File: config.mk
export PLATFORM = sky130hd
export DESIGN_NAME = seg_scan_driver_flat
export DESIGN_NICKNAME = d
export VERILOG_FILES = /design/src/rtl/seg_scan_driver_if.sv /design/src/rtl/seg_scan_driver.sv /design/src/flat_wrapper.sv
export SDC_FILE = /design/constraint.sdc
export NUM_CORES = 1
export LEC_CHECK = 0
export ABC_AREA = 1
export BUFFER_PORTS_ARGS = -buffer_cell sky130_fd_sc_hd__buf_2
export CAP_MARGIN = 20
export CORE_MARGIN = 4
export CORE_UTILIZATION = 59
export CTS_CLUSTER_DIAMETER = 200
export DETAILED_ROUTE_END_ITERATION = 8
export PLACE_DENSITY_LB_ADDON = 0.15
export SLEW_MARGIN = 10
export SYNTH_ARGS = -nofsm -noshare
export SYNTH_HDL_FRONTEND = slang
export SYNTH_SLANG_ARGS = --single-unit
File: constraint.sdc
create_clock -name clk_dvid -period 5.7 [get_ports clk_dvid]
set_input_delay 0.285 -clock clk_dvid [delete_from_list [all_inputs] [get_ports clk_dvid]]
set_output_delay 0.285 -clock clk_dvid [all_outputs]
set_load 0.01 [all_outputs]
File: src/rtl/seg_scan_driver_if.sv
// Bundle between the stopwatch counters (master) and the seven-segment scan driver (slave).
// Counter side supplies digits, masks and enables; driver side returns the pin-level scan outputs.
interface seg_scan_driver_if #(
  parameter int DIGITS = 4,
  parameter int POS_W  = $clog2(DIGITS)
);
  logic                  en;
  logic                  blank_en;
  logic [4*DIGITS-1:0]   nums;
  logic [DIGITS-1:0]     dp_mask;
  logic [POS_W-1:0]      pos;
  logic [3:0]            num;
  logic                  point;
  logic [6:0]            seg;
  logic [DIGITS-1:0]     an;

  modport master (
    output en, blank_en, nums, dp_mask,
    input  pos, num, point, seg, an
  );

  modport slave (
    input  en, blank_en, nums, dp_mask,
    output pos, num, point, seg, an
  );
endinterface

File: src/rtl/seg_scan_driver.sv
// Multiplexed seven-segment scan driver: prescaled digit scan, per-frame input snapshot,
// decimal-point mask, optional leading-zero blanking and active-low hex decode.
module seg_scan_driver #(
  parameter int DIGITS   = 4,
  parameter int SCAN_DIV = 1,
  parameter int POS_W    = $clog2(DIGITS)
) (
  input  logic             clk_dvid,
  input  logic             rst_n,
  seg_scan_driver_if.slave bus
);

  localparam int DIV_W = (SCAN_DIV > 1) ? $clog2(SCAN_DIV) : 1;

  function automatic logic [6:0] hex_seg(input logic [3:0] v);
    case (v)
      4'h0: hex_seg = 7'h40;
      4'h1: hex_seg = 7'h79;
      4'h2: hex_seg = 7'h24;
      4'h3: hex_seg = 7'h30;
      4'h4: hex_seg = 7'h19;
      4'h5: hex_seg = 7'h12;
      4'h6: hex_seg = 7'h02;
      4'h7: hex_seg = 7'h78;
      4'h8: hex_seg = 7'h00;
      4'h9: hex_seg = 7'h10;
      4'hA: hex_seg = 7'h08;
      4'hB: hex_seg = 7'h03;
      4'hC: hex_seg = 7'h46;
      4'hD: hex_seg = 7'h21;
      4'hE: hex_seg = 7'h06;
      4'hF: hex_seg = 7'h0E;
    endcase
  endfunction

  // Walk from the most significant digit down; a digit blanks while everything above it is zero.
  function automatic logic [DIGITS-1:0] lead_blank(input logic [4*DIGITS-1:0] v, input logic ena);
    logic all_zero;
    lead_blank = '0;
    all_zero   = 1'b1;
    for (int unsigned i = 0; i < DIGITS - 1; i++) begin
      all_zero = all_zero & (v[4*(DIGITS-1-i) +: 4] == 4'h0);
      lead_blank[DIGITS-1-i] = ena & all_zero;
    end
  endfunction

  logic [DIV_W-1:0]    div;
  logic [POS_W-1:0]    pos_q;
  logic [POS_W-1:0]    nxt;
  logic                adv;
  logic                frame;
  logic [4*DIGITS-1:0] snap_num;
  logic [DIGITS-1:0]   snap_dp;
  logic [DIGITS-1:0]   blank;
  logic [4*DIGITS-1:0] cur_nums;
  logic [DIGITS-1:0]   cur_dp;
  logic [DIGITS-1:0]   cur_blank;
  logic [DIGITS-1:0]   new_blank;
  logic [3:0]          nib;
  logic [3:0]          num_q;
  logic                point_q;
  logic [6:0]          seg_q;
  logic [DIGITS-1:0]   an_q;

  always_comb begin
    adv       = bus.en & (div == DIV_W'(SCAN_DIV - 1));
    nxt       = (pos_q == POS_W'(DIGITS - 1)) ? '0 : pos_q + POS_W'(1);
    frame     = (nxt == '0);
    new_blank = lead_blank(bus.nums, bus.blank_en);
    // Digit 0 of a new frame is shown from the values being captured on this same edge.
    cur_nums  = frame ? bus.nums : snap_num;
    cur_dp    = frame ? bus.dp_mask : snap_dp;
    cur_blank = frame ? new_blank : blank;
    nib       = cur_nums[4*nxt +: 4];
  end

  always_ff @(posedge clk_dvid or negedge rst_n) begin
    if (!rst_n) begin
      div <= '0;
    end else if (bus.en) begin
      div <= adv ? '0 : div + DIV_W'(1);
    end
  end

  always_ff @(posedge clk_dvid or negedge rst_n) begin
    if (!rst_n) begin
      pos_q    <= POS_W'(DIGITS - 1);
      num_q    <= '0;
      point_q  <= 1'b0;
      seg_q    <= '1;
      an_q     <= '1;
      snap_num <= '0;
      snap_dp  <= '0;
      blank    <= '0;
    end else if (!bus.en) begin
      an_q <= '1;
    end else if (adv) begin
      pos_q   <= nxt;
      num_q   <= cur_blank[nxt] ? 4'h0 : nib;
      seg_q   <= cur_blank[nxt] ? 7'h7F : hex_seg(nib);
      point_q <= cur_dp[nxt];
      an_q    <= ~(DIGITS'(1) << nxt);
      if (frame) begin
        snap_num <= bus.nums;
        snap_dp  <= bus.dp_mask;
        blank    <= new_blank;
      end
    end
  end

  assign bus.pos   = pos_q;
  assign bus.num   = num_q;
  assign bus.point = point_q;
  assign bus.seg   = seg_q;
  assign bus.an    = an_q;

endmodule

File: src/flat_wrapper.sv
// flat-port wrapper written by rule: the top's interface ports become plain ports
module seg_scan_driver_flat 
#(
  parameter int DIGITS   = 4,
  parameter int SCAN_DIV = 1,
  parameter int POS_W    = $clog2(DIGITS)
)
  (clk_dvid, rst_n, bus_en, bus_blank_en, bus_nums, bus_dp_mask, bus_pos, bus_num, bus_point, bus_seg, bus_an);
  seg_scan_driver_if #(.DIGITS(DIGITS), .POS_W(POS_W)) bus_i ();
  input  logic clk_dvid;
  input  logic rst_n;
  input wire logic [$bits(bus_i.en)-1:0] bus_en;
  input wire logic [$bits(bus_i.blank_en)-1:0] bus_blank_en;
  input wire logic [$bits(bus_i.nums)-1:0] bus_nums;
  input wire logic [$bits(bus_i.dp_mask)-1:0] bus_dp_mask;
  output wire logic [$bits(bus_i.pos)-1:0] bus_pos;
  output wire logic [$bits(bus_i.num)-1:0] bus_num;
  output wire logic [$bits(bus_i.point)-1:0] bus_point;
  output wire logic [$bits(bus_i.seg)-1:0] bus_seg;
  output wire logic [$bits(bus_i.an)-1:0] bus_an;
  assign bus_i.en = bus_en;
  assign bus_i.blank_en = bus_blank_en;
  assign bus_i.nums = bus_nums;
  assign bus_i.dp_mask = bus_dp_mask;
  assign bus_pos = bus_i.pos;
  assign bus_num = bus_i.num;
  assign bus_point = bus_i.point;
  assign bus_seg = bus_i.seg;
  assign bus_an = bus_i.an;
  seg_scan_driver #(.DIGITS(DIGITS), .SCAN_DIV(SCAN_DIV), .POS_W(POS_W)) u_core (.clk_dvid(clk_dvid), .rst_n(rst_n), .bus(bus_i));
endmodule
Word level (Yosys, flattened, before mapping)
Memory sizes are Yosys's and may differ from the RTL's.
Cells that the tools add are included.
Widths: inputs -> output; s select.

storage, ports and cells
  logic and storage cells = 43
  register bits after elaboration = 43
  memory bits (read-only) = 112
  input bits = 24
  memories kept = 1
  output and inout bits = 18

cells by class
  bitwise gates (word level) = 8
  reductions and logical operators = 5
  equality and inequality tests = 2
  shifts and indexed selects = 2
  add/sub/neg operators = 2
  magnitude comparators = 1
  multiplexer cells = 13

memories
  name             words  bits a word  read ports  clocked after memory_dff  wr ports  line                   RTL
  (no name shown)  16     7            1           0                         0         seg_scan_driver.sv:16  case (v)

operators by type and width
  cell                 number
  $mux 4               5
  $mux 16              1
  $shiftx 16x5->4      1
  $logic_not 4->1      3
  $mux 7               1
  $and 1x1->1          6
  $bmux 1 s2           2
  $not 4->4            1
  $shl 1x2->4 const A  1
  $lt 2x3->1 const B   1
  $mux 1               3
  $add 2x1->2 const B  1
  $eq 2x2->1 const B   1
  $logic_not 2->1      1
  $mux 2               1
  $ne 2x1->1 const B   1
  $reduce_and 2->1     1
  $add 1x1->1 const B  1
  $not 1->1            1

Longest topological paths before layout
  depth after elaboration = 8
  depth in mapped cells = 15
  depth with buffers taken out = 14

Worst setup path before layout
OpenSTA, ideal clock, no wires.

  path type = reg2reg
  start = register u_core.pos_q[0] (netlist: u_core.bus.pos[0])
  end = register u_core.seg_q[3] (netlist: u_core.bus.seg[3])
  clock period less this slack = 2259 ps
  slack = 3441 ps
  library setup time = 72 ps
  buffers on the path = 0
  required time = 5628 ps
  arrival = 2186 ps
  stages on the path, launching flop included = 15
  cell sequence = dfstp_2 > inv_2 > ha_1 > inv_1 > a21oi_1 > o211ai_1 > nand2_1 > inv_1 > ha_1 > inv_1 > nand3_1 > nand3_1 > nand3_1 > nand2_1 > inv_1

on the way
  cells in the longest elaborated chain, start to end = 7
  elaborated cells on any way between the ends = 11
  those cells by class = add/sub (1); eq/ne (1); shift (1); mux (6); reduce/logical (1); memory (1)

RTL lines
  what                                                  line                                           RTL
  from (decl)                                           seg_scan_driver.sv:48                          logic [POS_W-1:0] pos_q;
  from (signal assigned)                                seg_scan_driver.sv:87                          pos_q <= POS_W'(DIGITS - 1);
  from (signal assigned)                                seg_scan_driver.sv:98                          pos_q <= nxt;
  $add 2x1->2 / $eq 2x2->1 (equally long branches)      seg_scan_driver.sv:67                          nxt = (pos_q == POS_W'(DIGITS - 1)) ? '0 : pos_q + POS_W'(1);
  $mux 2 (*)                                            seg_scan_driver.sv:67
  via u_core.nxt[1]                                     seg_scan_driver.sv:49                          logic [POS_W-1:0] nxt;
  $logic_not 2->1                                       seg_scan_driver.sv:68                          frame = (nxt == '0);
  $mux 16 / $mux 4 (equally long branches)              -
  $shiftx 16x5->4 / $bmux 1 s2 (equally long branches)  seg_scan_driver.sv:74, seg_scan_driver.sv:100
  $mem_v2 16x7 / $mux 1 (equally long branches)         -
  $mux 7 (*)                                            seg_scan_driver.sv:100                         seg_q <= cur_blank[nxt] ? 7'h7F : hex_seg(nib);
  to (signal assigned)                                  seg_scan_driver.sv:100
  to (decl)                                             seg_scan_driver.sv:62                          logic [6:0] seg_q;

Mark *: on every way through the listed nets, which the timed path passes. The rest lies on a longest branch. The select of a mux whose other input is x is not followed.
A chain may end at the register's enable or synchronous reset.

Worst setup path in the final report
  start = register u_core.pos_q[0] (netlist: u_core.bus.pos[0])
  end = register u_core.seg_q[3] (netlist: u_core.bus.seg[3])

on the way
  cells in the longest elaborated chain, start to end = 7
  elaborated cells on any way between the ends = 11
  those cells by class = add/sub (1); eq/ne (1); shift (1); mux (6); reduce/logical (1); memory (1)

RTL lines
  what                                                  line
  $add 2x1->2 / $eq 2x2->1 (equally long branches)      seg_scan_driver.sv:67
  $mux 2 (*)                                            seg_scan_driver.sv:67
  $logic_not 2->1                                       seg_scan_driver.sv:68
  $mux 16 / $mux 4 (equally long branches)              -
  $shiftx 16x5->4 / $bmux 1 s2 (equally long branches)  seg_scan_driver.sv:74, seg_scan_driver.sv:100
  $mem_v2 16x7 / $mux 1 (equally long branches)         -
  $mux 7 (*)                                            seg_scan_driver.sv:100

Every way passes the cells marked *; elsewhere a longest branch is shown, timed or not. The select of a mux whose other input is x is not followed.

==> metrics.cfg <==
[status]
status = finished clean

[sta]
rsz0062_at_grt = false
setup_viol_count_final = 0
clock.fmax_mhz = 379.7
finalCritPeriodShare_pct = 46.21
hold_violations = 0
setup_tns_ps = 0
max_slew_margin_pct = 39.26
finalMaxSlewViolations = 0
hold_ws_ps = 120.2
min_period_ps = 2634
finClkSkew_ps = 4.406
worst_pin_slew_ps = 911.1

[global_route]
antenna_found_initial = 0
grt_pass1_vias = 1896
grt_max_degree = 44
grt_pass1_wl_mm = 8.473
grt_usage_pct = 21.15
grt-ovfl-total = 0

[floorplan]
rows = 22
fp.coreArea_um2 = 3716
dieHeight_um = 70.60
start_util_pct = 62.22
die-area_um2 = 4984
ios = 42
dieWidth_um = 70.60

[finish]
diodes = 0
drive_above_1_share_pct = 25.30
finish.instance_area_um2 = 2653
stdcell_count = 376
fin_nets = 361
final_cell_mix = nand2_1, buf_2, nor2_1
post-route-util_pct = 71.38
final_common_cell = nand2_1
nFillCells = 316
area_growth_pct = 14.72

[yosys]
synthDistinctLibCells = 31
netlist_area_um2 = 2312
postSynthCellCount = 286
avgSynthCellArea_um2 = 8.085
ys_seq_area_share_pct = 47.24
ys_ff_latch = 43
synth_nets = 320
yosysWarnings = 0

[critical_path]
r2r-end = u_core.bus.seg[3]
critPathCaptureType = flop
r2r_start = u_core.bus.pos[0]
rrSetupSlack_ps = 3070
required_ps = 5940
cp_data_arrival_time_ps = 2870
start_kind = flop
setup.worst_path.class = reg2reg
cp_max_fo = 10
reg2reg_depth = 13

[clocking]
tritoncts = built
clock_path_buffers = 2
insertion_delay_ps = 290
ctsResizeCount = 0
clock_sinks = 43
htree_levels = 2
cts_root_buf = clkbuf_8
cts_inserted_buffers = 5
hold_buffers = 0
clkTransAtPathRegs_ps = 80
cts_setup_buffers = 0

[routing]
wl_mm = 4.997
drc = 0
vias_per_cell = 5.194
final_antenna_net_count = 0
wl_per_cell_um = 13.29
vias = 1953
dr.first_iter.drc_count = 229
first_pass_iters = 4

[power]
leakagePower_nw = 1.328
power-per-cell-area_nw_per_um2 = 648.0
vdd_drop_max_uv = 350.2

[worst_hold_path]
hp-class = in2async

[place]
gp_congestion = 0.9024
hpwl_mm = 3.815
port_buffers = 41
placed_cell_area_um2 = 2535
place_inst = 368

[run]
maxCapViolCount = 0

-- how the worst max path moves through the flow --
stage | startpoint | to | slack, ps | depth (start not counted)
6_report | u_core.bus.pos[0] | u_core.bus.seg[3] | 3070 | 13
3_3_place_gp | u_core.bus.pos[0] | u_core.bus.seg[3] | 3280 | 13
3_5_place_dp | u_core.bus.pos[0] | u_core.bus.seg[3] | 3130 | 13
2_1_floorplan | u_core.bus.pos[0] | u_core.bus.seg[3] | 3440 | 14
5_1_grt | u_core.bus.pos[0] | u_core.bus.seg[3] | 2820 | 13
4_1_cts | u_core.bus.pos[0] | u_core.bus.seg[3] | 3110 | 13
-- power by group --
group	internal [mW]	leakage [nW]	switching, mW
Combinational	0.327	0.753	0.622
Sequential	0.465	0.514	0.0628
Clock	0.142	0.0612	0.100
-- synth_stat cells (all sizes together) --
master	n	area, um^2
o211ai	4	30.03
or2	2	12.51
o21ai	35	175.2
clkbuf	2	7.510
buf	6	42.54
dfrtp	30	750.7
dfstp	13	341.6
a21oi	16	91.34
o22ai	1	6.260
nand2	70	285.3
clkinv	1	5.000
a31oi	1	6.260
nor2	39	156.4
nand3b	2	15.01
nor3	1	5.000
nand3	14	100.1
a211oi	1	7.510
a22oi	1	7.510
inv	37	141.4
ha	10	125.1
-- per-stage QoR --
stage,total power [mW],worst slack [ps]
after floorplan,1.240,3441
after global placement,1.441,3275
after detailed placement,1.470,3133
after CTS,1.720,3113
after global routing,1.888,2816
final,1.719,3066
-- final cells by class --
| cell class | instances | area, um^2 | area share [%] |
|---|---|---|---|
| Clock inverter | 2 | 35.03 | 1.321 |
| Timing Repair Buffer | 42 | 212.7 | 8.019 |
| Clock buffer | 6 | 82.58 | 3.113 |
| Tap cell | 48 | 60.06 | 2.264 |
| Inverter | 38 | 146.4 | 5.519 |
| Sequential cell | 43 | 1092 | 41.18 |
| Multi-Input combinational cell | 197 | 1023 | 38.58 |
-- logic make-up after synthesis --
kind of cell               count (synthesis)  synth area share [%]
DFF                                       43                 47.24
and+or+nand+nor                          128                 24.84
adders and majority gates                 10                 5.411
buffers and inverters                     46                 8.496
AOI/OAI and AO/OA                         59                 14.02
-- worst max-delay path, cell delays in order (launching register included) --
cell and delay [ps]:
dfstp_2 630, ha_1 480, inv_2 160, nand2_1 170
o211ai_1 110, nand2_1 210, inv_1 130, ha_1 260
inv_1 80, nand3_1 90, nand3_1 90, nand3_1 70
nand2_1 60, inv_1 30
-- per-layer routing --
| metal | track usage, % | part of all wire (%) | vias up |
|---|---|---|---|
| met3 | 3.693 | 6.2 | 6 |
| met2 | 34.30 | 47 | 62 |
| met5 | 0 | 0 | - |
| met4 | 5.846 | 1.2 | 0 |
| li1 | - | - | 988 |
| met1 | 29.54 | 45 | 897 |
-- sequential cells by signal (all words and copies together), names as in the netlist, named ones only --
name and flops:
u_core.blank 3, u_core.bus.seg 7, u_core.bus.num 4, u_core.bus.an 4
u_core.snap_num 16, u_core.snap_dp 4, u_core.div 1, u_core.bus.point 1
u_core.bus.pos 2
(Power assumes the default switching activity.)
